--- src/rtl/bitwise_logic_pkg.sv ---
// rtl/bitwise_logic_pkg.sv - op encodings and FSM state type for the bitwise logic responder
package bitwise_logic_pkg;

    typedef enum logic [1:0] {
        OP_AND  = 2'b00,
        OP_OR   = 2'b01,
        OP_XOR  = 2'b10,
        OP_NAND = 2'b11
    } op_e;

    typedef enum logic [1:0] {
        IDLE = 2'b00,
        BUSY = 2'b01,
        DONE = 2'b10
    } state_e;

endpackage

--- src/rtl/logic_slice.sv ---
// rtl/logic_slice.sv - combinational SLICE_W-bit AND/OR/XOR/NAND slice
//
// Ports:
//   a, b  slice operands
//   op    operation select
//   c     slice result
module logic_slice
    import bitwise_logic_pkg::*;
#(
    parameter int SLICE_W = 8
) (
    input  logic [SLICE_W-1:0] a,
    input  logic [SLICE_W-1:0] b,
    input  op_e                op,
    output logic [SLICE_W-1:0] c
);

    always_comb begin
        c = '0;
        case (op)
            OP_AND:  c = a & b;
            OP_OR:   c = a | b;
            OP_XOR:  c = a ^ b;
            OP_NAND: c = ~(a & b);
            default: c = '0;
        endcase
    end

endmodule

--- src/rtl/bitwise_logic_responder.sv ---
// rtl/bitwise_logic_responder.sv - handshaked bit-serial 32-bit logic unit with transaction counter
//
// Ports:
//   clk, rst_n                  clock, synchronous active-low reset
//   in_valid/in_ready           request channel carrying in_a, in_b, in_op
//   out_valid/out_ready         response channel carrying out_c, out_zero
//   txn_count                   completed output handshakes, wrapping
module bitwise_logic_responder
    import bitwise_logic_pkg::*;
#(
    parameter int DATA_W  = 32,
    parameter int SLICE_W = 8,
    parameter int CNT_W   = 16
) (
    input  logic              clk,
    input  logic              rst_n,
    input  logic              in_valid,
    output logic              in_ready,
    input  logic [DATA_W-1:0] in_a,
    input  logic [DATA_W-1:0] in_b,
    input  logic [1:0]        in_op,
    output logic              out_valid,
    input  logic              out_ready,
    output logic [DATA_W-1:0] out_c,
    output logic              out_zero,
    output logic [CNT_W-1:0]  txn_count
);

    localparam int N   = DATA_W / SLICE_W;
    localparam int K_W = (N > 1) ? $clog2(N) : 1;

    state_e              state;
    state_e              state_nxt;
    logic [DATA_W-1:0]   a_q;
    logic [DATA_W-1:0]   b_q;
    op_e                 op_q;
    logic [K_W-1:0]      k;
    logic                last_slice;
    logic [SLICE_W-1:0]  slice_a;
    logic [SLICE_W-1:0]  slice_b;
    logic [SLICE_W-1:0]  slice_c;
    logic [DATA_W-1:0]   c_nxt;

    assign last_slice = (k == K_W'(N - 1));

    // One slice unit shared across all k; operands selected by the slice index.
    assign slice_a = a_q[int'(k) * SLICE_W +: SLICE_W];
    assign slice_b = b_q[int'(k) * SLICE_W +: SLICE_W];

    logic_slice #(
        .SLICE_W (SLICE_W)
    ) u_slice (
        .a  (slice_a),
        .b  (slice_b),
        .op (op_q),
        .c  (slice_c)
    );

    // Result with the current slice merged in; at the last slice this is the
    // complete result, so the zero flag can be taken from it on the same edge.
    always_comb begin
        c_nxt = out_c;
        c_nxt[int'(k) * SLICE_W +: SLICE_W] = slice_c;
    end

    always_comb begin
        state_nxt = state;
        in_ready  = 1'b0;
        out_valid = 1'b0;
        case (state)
            IDLE: begin
                in_ready = 1'b1;
                if (in_valid) begin
                    state_nxt = BUSY;
                end
            end
            BUSY: begin
                if (last_slice) begin
                    state_nxt = DONE;
                end
            end
            DONE: begin
                out_valid = 1'b1;
                if (out_ready) begin
                    state_nxt = IDLE;
                end
            end
            default: state_nxt = IDLE;
        endcase
    end

    always_ff @(posedge clk) begin
        if (!rst_n) begin
            state     <= IDLE;
            a_q       <= '0;
            b_q       <= '0;
            op_q      <= OP_AND;
            k         <= '0;
            out_c     <= '0;
            out_zero  <= 1'b0;
            txn_count <= '0;
        end else begin
            state <= state_nxt;
            case (state)
                IDLE: begin
                    if (in_valid) begin
                        a_q      <= in_a;
                        b_q      <= in_b;
                        op_q     <= op_e'(in_op);
                        k        <= '0;
                        out_c    <= '0;
                        out_zero <= 1'b0;
                    end
                end
                BUSY: begin
                    out_c <= c_nxt;
                    k     <= k + K_W'(1);
                    if (last_slice) begin
                        out_zero <= (c_nxt == '0);
                    end
                end
                DONE: begin
                    if (out_ready) begin
                        txn_count <= txn_count + CNT_W'(1);
                    end
                end
                default: ;
            endcase
        end
    end

endmodule

--- config.mk ---
export PLATFORM = sky130hd
export DESIGN_NAME = bitwise_logic_responder
export DESIGN_NICKNAME = d
export VERILOG_FILES = /design/src/rtl/bitwise_logic_pkg.sv /design/src/rtl/logic_slice.sv /design/src/rtl/bitwise_logic_responder.sv
export SDC_FILE = /design/constraint.sdc
export NUM_CORES = 1
export LEC_CHECK = 0
export ABC_AREA = 1
export CORE_ASPECT_RATIO = 0.6
export CORE_MARGIN = 2
export CORE_UTILIZATION = 45
export DETAILED_ROUTE_END_ITERATION = 12
export PLACE_DENSITY = 0.77
export REMOVE_ABC_BUFFERS = 1
export SYNTH_ARGS = -nofsm -noshare
export SYNTH_HDL_FRONTEND = slang
export SYNTH_HIERARCHICAL = 1
export SYNTH_SLANG_ARGS = --single-unit
--- constraint.sdc ---
create_clock -name clk -period 8.2 [get_ports clk]
set_input_delay 1.64 -clock clk [delete_from_list [all_inputs] [get_ports clk]]
set_output_delay 1.64 -clock clk [all_outputs]
set_load 0.1 [all_outputs]
After elaboration in Yosys (flattened, before gate mapping)

Index checks and enable logic that the tools add are counted.

Add/subtract/negate cells: 3
Equal/unequal tests: 9
Shifts and indexed selects: 4
Muxes and demuxes: 15
Bitwise gates (word level): 4
Reductions and logical operators: 9

Operator list:

| kind                                                  | number |
|---|---|
| one-hot mux 32 bit (2 select lines)                   | 1 |
| indexed part select 32 x 6 -> 8 bit                   | 2 |
| negator 5 -> 33 bit                                   | 1 |
| variable shift 8 x 33 -> 32 bit, first input constant | 1 |
| indexed part select 8 x 33 -> 32 bit                  | 1 |
| bitwise mux 32 bit                                    | 1 |
| zero test 32 bit                                      | 1 |
| 2-to-1 mux 32 bit                                     | 1 |
| one-hot mux 8 bit (4 select lines)                    | 1 |
| adder 16 x 1 -> 16 bit, second input constant         | 1 |
| AND 8 bit                                             | 1 |
| == test 2 bit, second input constant                  | 4 |
| 2-to-1 mux 2 bit                                      | 4 |
| NOT 8 bit                                             | 1 |
| bitwise OR 8 bit                                      | 1 |
| XOR 8 bit                                             | 1 |
| != test 2 bit, second input constant                  | 3 |
| one-hot mux 2 bit (3 select lines)                    | 1 |
| AND reduction 2 bit                                   | 3 |
| AND reduction 3 bit                                   | 2 |
| == test 2 x 1 -> 1 bit, second input constant         | 2 |
| zero test 2 bit                                       | 2 |
| 2-to-1 mux 1 bit                                      | 4 |
| one-hot mux 2 bit (2 select lines)                    | 1 |
| other kinds (3)                                       | 3 |

Register bits: 119
Word-level logic and storage cells: 52

Depth between registers and ports, before layout

Gate-level depths: netlist (run 1).

Depth after elaboration: 9
Depth in mapped cells: 22
Gate-level depth less buffers: 19

Modules after synthesis

The synthesis (run 1) kept the hierarchy.

By module, submodules not included:

| module                  | times used | cells an instance | area an instance (um^2) | sequential area each (um^2) |
|---|---|---|---|---|
| bitwise_logic_responder | 1          | 798               | 5385.2                  | 2382.3 |
| logic_slice             | 1          | 94                | 588.1                   | 0.0 |

Worst setup path before layout (run 1)

OpenSTA, ideal clock, no wires.

Path kind: register to output
Start: reg state[1]
End: out out_valid
Arrival time: 1.734 ns
Data required time: 6.560 ns
Path slack: 4.826 ns
Stages on the path, launching flop included: 3
Buffers on the path: 0
Cells stage by stage: dfxtp_1 -> inv_1 -> nor2_1

Cells in the longest elaborated chain, start to end: 2

RTL lines:

| item                   | line                           | text |
|---|---|---|
| start, declared        | bitwise_logic_responder.sv:32  | `state_e state;` |
| start signal, assigned | bitwise_logic_responder.sv:103 | `state <= state_nxt;` |
| == test 2 bit          | bitwise_logic_responder.sv:70  | `case (state)` |
| 2-to-1 mux 1 bit       | bitwise_logic_responder.sv:70  |  |
| end, declared          | bitwise_logic_responder.sv:22  | `output logic out_valid,` |

No other way between the ends.

Final worst setup path (run 1)

Same ends and word-level chain as after synthesis.

==> impl_metrics.json, run 1 <==
{
  "seq_area_frac_synth_pct": 39.9,
  "row_count": 32,
  "setup_total_negative_slack_ns": 0,
  "initial_core_util_pct": 46.3,
  "min_path_cells": 2,
  "worstSetupPathDepth": 3,
  "status": "finished, final reports clean",
  "synth_most_common_cell": "sky130_fd_sc_hd__nor2_1",
  "timing.rr.start": "k[1]$_SDFFE_PN0P_",
  "floorplan.core_area_sq_um": 12900,
  "timing.hold.worst.class": "reg -> reg",
  "clk_latency_ns": 0.41,
  "number_of_global_route_vias_before_repair": 5281,
  "seq_power_share_pct": 39.4,
  "p_sw_share_pct": 28.3,
  "floorplan.die_area_sq_um": 14200,
  "postCtsHoldBufs": 0,
  "timing.fmax_ghz": 0.260,
  "dp.final_hpwl_mm": 10.3,
  "worst_path_max_delay_cell": "sky130_fd_sc_hd__clkdlybuf4s50_1",
  "power.net_switching_uw": 452,
  "synth_top_area_cell": "sky130_fd_sc_hd__dfxtp_1",
  "antenna_found_initial": 0,
  "p_int_mw": 1.15,
  "yosys.cell_types.count": 31,
  "initialDrtViolationCount": 434,
  "pwr_density_cell_nw_per_um2": 205,
  "p_comb_share_pct": 16.5,
  "drtAntennaViolNets": 0,
  "cts_tree": "done",
  "min-delay-start": "a_q[8]$_SDFFE_PN0P_",
  "worst-setup-path-type": "reg -> out",
  "worst_slew_margin_rel_pct": 25.5,
  "detailroute.via_count": 5907,
  "routedWlPerCell_um": 13.2,
  "ratio_of_cells_with_drive_above_1_in_the_final_layout_pct": 5.28,
  "synth_area_leaders": "sky130_fd_sc_hd__dfxtp_1 40%, sky130_fd_sc_hd__nor2_1 14%, sky130_fd_sc_hd__o21ai_0 10%, sky130_fd_sc_hd__nand2_1 9.0%, sky130_fd_sc_hd__ha_1 4.8%",
  "final-instance-count-excl-fill": 1174,
  "mappedNetlistArea_sq_um": 5970,
  "path_clk_slew_ns": 0.06,
  "die-width_um": 153,
  "actual_slew_at_the_worst_max_slew_pin_ns": 1.12,
  "critical_path.max_fanout": 4,
  "gpl.final_weighted_congestion": 0.884,
  "antenna_cells_inserted": 0,
  "worstPathCellList": "inv_1, nor2_1, clkdlybuf4s50_1",
  "critPathLaunchType": "register",
  "total_area_of_multi_input_combinational_cells_sq_um": 3090,
  "synth_top_area_share_pct": 39.9,
  "ff_latch_area_sq_um": 2380,
  "post_cts.repair.setup_buffers": 0,
  "synth-warning-count": 6,
  "fin_nets": 1084,
  "groute.usage.overall_pct": 21.7,
  "synthesis.instances": 892,
  "htree_num_levels": 4,
  "critPathCaptureType": "output port",
  "synth.top_cells.by_count": "218 x sky130_fd_sc_hd__nor2_1, 143 x sky130_fd_sc_hd__nand2_1, 122 x sky130_fd_sc_hd__o21ai_0",
  "static-leakage-power_nw": 3.06,
  "fin_crit_ns": 3.84,
  "fillerInstances": 1227,
  "wire_length_of_the_first_global_routing_pass_mm": 25.2,
  "cp.buffers_inverters": 2,
  "fraction_of_the_cycle_the_final_worst_path_needs_pct": 46.9,
  "reg2reg_slack_ns": 4.68,
  "route.detailed.drc": 0,
  "max-clock-path-buffers": 2,
  "max_cap_violations": 0,
  "cts-root-buf": "sky130_fd_sc_hd__clkbuf_16",
  "cts_inserted_buffers": 17,
  "fin_skew_ns": 0.0105,
  "total_overflow_reported_by_the_global_router": 0,
  "number_of_placed_instances_with_taps_included": 1142,
  "synthToLayoutAreaGrowth_pct": 30.5,
  "grt_setup_unrepaired": "no",
  "vias_per_cell": 5.03,
  "place.port_buffers": 120,
  "edff_count_synth": 0,
  "report.final.setup_viol": 0,
  "synth.ff_latch_count": 119,
  "grt_max_degree": 77,
  "crit_arrival_ns": 2.20,
  "worst_path_dominant_cell_family": "buffers and inverters",
  "drt_first_pass_iters": 8,
  "ys_async_sr_fraction_pct": 0,
  "cp.required_ns": 6.56,
  "ctsResizeCount": 0,
  "cpPeakStageDelay_ns": 1.18,
  "die_h_um": 93.2,
  "final_hold_viol_count": 0,
  "syn_area_per_cell_sq_um": 6.70,
  "reg2reg_depth": 14,
  "timing.final.max_slew_violations": 0,
  "ir_worst_vdd_v": 0.000102,
  "sink_count_of_the_clock_tree": 119,
  "clock_power_share_pct": 44.1,
  "detail_route.wirelength_mm": 15.5,
  "cp-startpoint": "state[1]$_SDFFE_PN0P_",
  "synth-main-ff-cell": "sky130_fd_sc_hd__dfxtp_1",
  "io_pins": 121
}
worst reg2reg max path, stage by stage, from the launching register on:
cell and delay [ns]:
sky130_fd_sc_hd__dfxtp_1 0.83, sky130_fd_sc_hd__inv_1 0.59, sky130_fd_sc_hd__o21ai_0 0.21, sky130_fd_sc_hd__o22ai_1 0.16
sky130_fd_sc_hd__inv_1 0.09, sky130_fd_sc_hd__ha_1 0.23, sky130_fd_sc_hd__nand3_1 0.08, sky130_fd_sc_hd__nand4_1 0.23
sky130_fd_sc_hd__nand3_1 0.19, sky130_fd_sc_hd__nor2_1 0.08, sky130_fd_sc_hd__nor3_1 0.24, sky130_fd_sc_hd__nand3_1 0.11
sky130_fd_sc_hd__nor2_1 0.15, sky130_fd_sc_hd__nand3_1 0.11, sky130_fd_sc_hd__a21oi_1 0.13
flip-flops by register name (all words and copies together) (netlist names):
| signal | flops |
|---|---|
| a_q | 32 |
| b_q | 32 |
| out_c | 32 |
| txn_count | 16 |
| k | 2 |
| op_q | 2 |
| state | 2 |
| out_zero | 1 |
cell families (layout without fill, tap and decap cells):
logic type / Yosys count / after routing / synth area share, %
AO/OA/AOI/OAI: 192 / 192 / 16.7
XOR/XNOR: 2 / 2 / 0.293
adder cells (fa/ha/maj): 23 / 23 / 4.82
buffers and inverters: 122 / 234 / 8.38
flip-flops: 119 / 119 / 39.9
AND/OR/NAND/NOR: 434 / 434 / 30.0
layer usage:
layer | GRT usage [%] | share of wire [%] | vias to the layer above
met5 | 0 | 0 | -
met4 | 6.17 | 1.0 | 0
met3 | 6.44 | 8.8 | 19
met2 | 30.5 | 38 | 212
met1 | 31.9 | 52 | 2586
li1 | - | - | 3090
layout make-up:
cell class | count | area share (%)
Clock buffer | 21 | 6.04
Clock inverter | 11 | 1.28
Inverter | 75 | 3.68
Multi-Input combinational cell | 651 | 39.7
Sequential cell | 119 | 30.6
Tap cell | 170 | 2.73
Timing Repair Buffer | 127 | 16.0
metrics by stage:
stage | power (mW) | hold slack, ns | instance area, sq um | worst slack [ns] | utilization [%]
finish | 1.60 | 0.474 | 7790 | 4.36 | 60.5
global route | 1.67 | 0.497 | 7790 | 4.23 | 60.5
CTS | 1.61 | 0.479 | 7790 | 4.34 | 60.5
detailed placement | 0.901 | 0.466 | 7220 | 4.11 | 56.0
global placement | 0.897 | 0.459 | 7220 | 4.12 | 56.0
floorplan | 0.803 | 0.449 | 5760 | 3.68 | -
power groups by stage:
| stage | logic (mW) | registers [mW] | clock network, mW |
|---|---|---|---|
| detailed placement | 0.260 | 0.641 | 0 |
| CTS | 0.261 | 0.629 | 0.716 |
| finish | 0.264 | 0.630 | 0.705 |
| floorplan | 0.153 | 0.650 | 0 |
| global route | 0.294 | 0.634 | 0.743 |
| global placement | 0.256 | 0.641 | 0 |
placed cells by master (no fill, tap or decap), types with 2 or more instances in the layout:
master and instances:
sky130_fd_sc_hd__nor2_1 218, sky130_fd_sc_hd__nand2_1 142, sky130_fd_sc_hd__o21ai_0 122, sky130_fd_sc_hd__dfxtp_1 119
sky130_fd_sc_hd__clkdlybuf4s50_1 119, sky130_fd_sc_hd__inv_1 70, sky130_fd_sc_hd__nand3_1 46, sky130_fd_sc_hd__a21oi_1 45
sky130_fd_sc_hd__ha_1 23, sky130_fd_sc_hd__o22ai_1 19, sky130_fd_sc_hd__clkbuf_16 17, sky130_fd_sc_hd__nand4_1 9
sky130_fd_sc_hd__buf_4 7, sky130_fd_sc_hd__nor2_2 5, sky130_fd_sc_hd__nor3_1 5, sky130_fd_sc_hd__clkinvlp_4 5
sky130_fd_sc_hd__clkbuf_8 3, sky130_fd_sc_hd__clkinv_2 3, sky130_fd_sc_hd__o21ai_1 2, sky130_fd_sc_hd__inv_2 2
sky130_fd_sc_hd__clkinv_1 2, sky130_fd_sc_hd__a211oi_1 2, sky130_fd_sc_hd__nor2_4 2, sky130_fd_sc_hd__xor2_1 2
sky130_fd_sc_hd__o21a_1 2, sky130_fd_sc_hd__clkinv_4 2
path summary, 6_finish.rpt:
check / endpoint
setup / recovery: out_valid
hold / removal: a_q[8]$_SDFFE_PN0P_
setup reg to reg: out_zero$_SDFFE_PN0P_
hold reg to reg: a_q[8]$_SDFFE_PN0P_
Power figures use the tool's default switching activity.
==> inputs of run 2 (changes only) <==
- PLACE_DENSITY: 0.77 -> 0.8
- clock period: 8.2 -> 3.2 ns (I/O delays scaled with it)
==> impl_metrics.json, run 2 (synthesized netlist as in run 1, its figures left out) <==
{
  "dp.final_hpwl_mm": 11.3,
  "static-leakage-power_nw": 3.19,
  "vias_per_cell": 5.11,
  "clk_latency_ns": 0.41,
  "wire_length_of_the_first_global_routing_pass_mm": 26.6,
  "fraction_of_the_cycle_the_final_worst_path_needs_pct": 86.1,
  "drtAntennaViolNets": 0,
  "synthToLayoutAreaGrowth_pct": 29.1,
  "antenna_found_initial": 0,
  "detailed_place.area_sq_um": 7130,
  "critPathCaptureType": "register",
  "floorplan.die_area_sq_um": 14200,
  "detail_route.wirelength_mm": 16.1,
  "worst_slew_margin_rel_pct": 44.7,
  "timing.hold.worst.class": "reg -> reg",
  "timing.fmax_ghz": 0.363,
  "fillerInstances": 1186,
  "ratio_of_cells_with_drive_above_1_in_the_final_layout_pct": 10.6,
  "grt_max_degree": 76,
  "drt_first_pass_iters": 5,
  "post_cts.repair.setup_buffers": 0,
  "fin_nets": 1087,
  "fin_worst_hold_slack_ns": 0.475,
  "io_pins": 121,
  "fin_crit_ns": 2.75,
  "cts_inserted_buffers": 17,
  "crit_arrival_ns": 3.03,
  "pre_cts_ws_ns": 0.509,
  "routedWlPerCell_um": 13.7,
  "groute.usage.overall_pct": 22.9,
  "detailroute.via_count": 6007,
  "actual_slew_at_the_worst_max_slew_pin_ns": 0.829,
  "total_overflow_reported_by_the_global_router": 0,
  "final_cell_mix": "218 x sky130_fd_sc_hd__nor2_1, 142 x sky130_fd_sc_hd__nand2_1, 122 x sky130_fd_sc_hd__o21ai_0, 119 x sky130_fd_sc_hd__dfxtp_1, 70 x sky130_fd_sc_hd__inv_1",
  "max-clock-path-buffers": 2,
  "sink_count_of_the_clock_tree": 119,
  "ir_worst_vdd_v": 0.000374,
  "layout.cells.most_common": "sky130_fd_sc_hd__nor2_1",
  "route.detailed.drc": 0,
  "critical_path.max_fanout": 19,
  "worst-setup-path-type": "reg -> reg",
  "postLayoutSetupSlackWorst_ns": 0.446,
  "row_count": 32,
  "htree_num_levels": 4,
  "finish.utilization_pct": 59.8,
  "number_of_global_route_vias_before_repair": 5395,
  "die_h_um": 93.2,
  "floorplan.core_area_sq_um": 12900,
  "critPathLaunchType": "register",
  "die-width_um": 153,
  "place.port_buffers": 120,
  "initialDrtViolationCount": 458,
  "pwr_density_cell_nw_per_um2": 539,
  "grt_setup_unrepaired": "no",
  "cts-root-buf": "sky130_fd_sc_hd__clkbuf_16",
  "antenna_cells_inserted": 0,
  "initial_core_util_pct": 46.3,
  "final_hold_viol_count": 0,
  "max_cap_violations": 0,
  "timing.final.max_slew_violations": 0,
  "cp.required_ns": 3.47,
  "gpl.final_weighted_congestion": 0.944,
  "ctsResizeCount": 0,
  "fin_skew_ns": 0.00697,
  "postCtsHoldBufs": 0,
  "path_clk_slew_ns": 0.06,
  "final_area_sq_um": 7710,
  "reg_top3": "a_q (32), b_q (32), out_c (32)",
  "report.final.setup_viol": 0,
  "status": "finished, final reports clean",
  "cts_tree": "done"
}
-- run 2: cell count changes in the layout (fill, tap and decap cells not counted), sizes merged --
cell,delta
clkinvlp,-1
buf,+54
clkbuf,-2
inv,+1
bufinv,+1
clkdlybuf4s50,-51
-- run 2: worst max-delay path, stage by stage, from the launching register on --
cell and delay, ns:
sky130_fd_sc_hd__dfxtp_1 0.30, sky130_fd_sc_hd__inv_1 0.39, sky130_fd_sc_hd__o21ai_0 0.22, sky130_fd_sc_hd__o22ai_1 0.23
sky130_fd_sc_hd__inv_1 0.10, sky130_fd_sc_hd__ha_1 0.28, sky130_fd_sc_hd__nand3_1 0.07, sky130_fd_sc_hd__nand4_1 0.19
sky130_fd_sc_hd__nand3_1 0.13, sky130_fd_sc_hd__o21ai_0 0.35, sky130_fd_sc_hd__nor2_1 0.07, sky130_fd_sc_hd__nand3_1 0.09
sky130_fd_sc_hd__nor2_1 0.04, sky130_fd_sc_hd__nand3_1 0.08, sky130_fd_sc_hd__a21oi_1 0.06
-- run 2: report_power, final --
group	leakage (nW)	internal, mW	switching [mW]	total [mW]
Combinational	1.94	0.254	0.416	0.670
Sequential	0.975	1.56	0.0575	1.62
Clock	0.277	1.18	0.687	1.86
Total	3.19	2.99	1.16	4.15
-- run 2: final timing paths --
path                                            from               endpoint  slack (ns)  cells past startpoint
worst max register to register     k[1]$_SDFFE_PN0P_  out_zero$_SDFFE_PN0P_        0.45                     14
worst min register to register  b_q[23]$_SDFFE_PN0P_   b_q[23]$_SDFFE_PN0P_        0.47                      2
worst min-delay path            b_q[23]$_SDFFE_PN0P_   b_q[23]$_SDFFE_PN0P_        0.47                      2
worst max-delay path               k[1]$_SDFFE_PN0P_  out_zero$_SDFFE_PN0P_        0.45                     14
-- run 2: layout make-up --
class                   instances  area, sq um  area share, %
clock buffers                  19          453           5.87
repair buffers                130         1160           15.0
clock inverters                12          128           1.66
well taps                     170          213           2.76
flip-flops and latches        119         2380           30.9
multi-input cells             651         3090           40.1
inverters                      75          287           3.72
-- run 2: per-stage QoR --
stage                     setup TNS (ns)  cells  power (mW)
after floorplan                   -99.11    845        2.06
after global placement                 0   1145        2.30
after detailed placement               0   1145        2.31
after CTS                              0   1176        4.17
after global routing                   0   1176        4.34
final                                  0   1176        4.15
-- run 2: metal layers --
metal	vias to the layer above	routed length [um]	global-route usage, %
met3	19	1300	5.61
li1	3095	-	-
met1	2660	8240	34.5
met2	233	6400	32.3
met5	-	0	0
met4	0	168	6.33
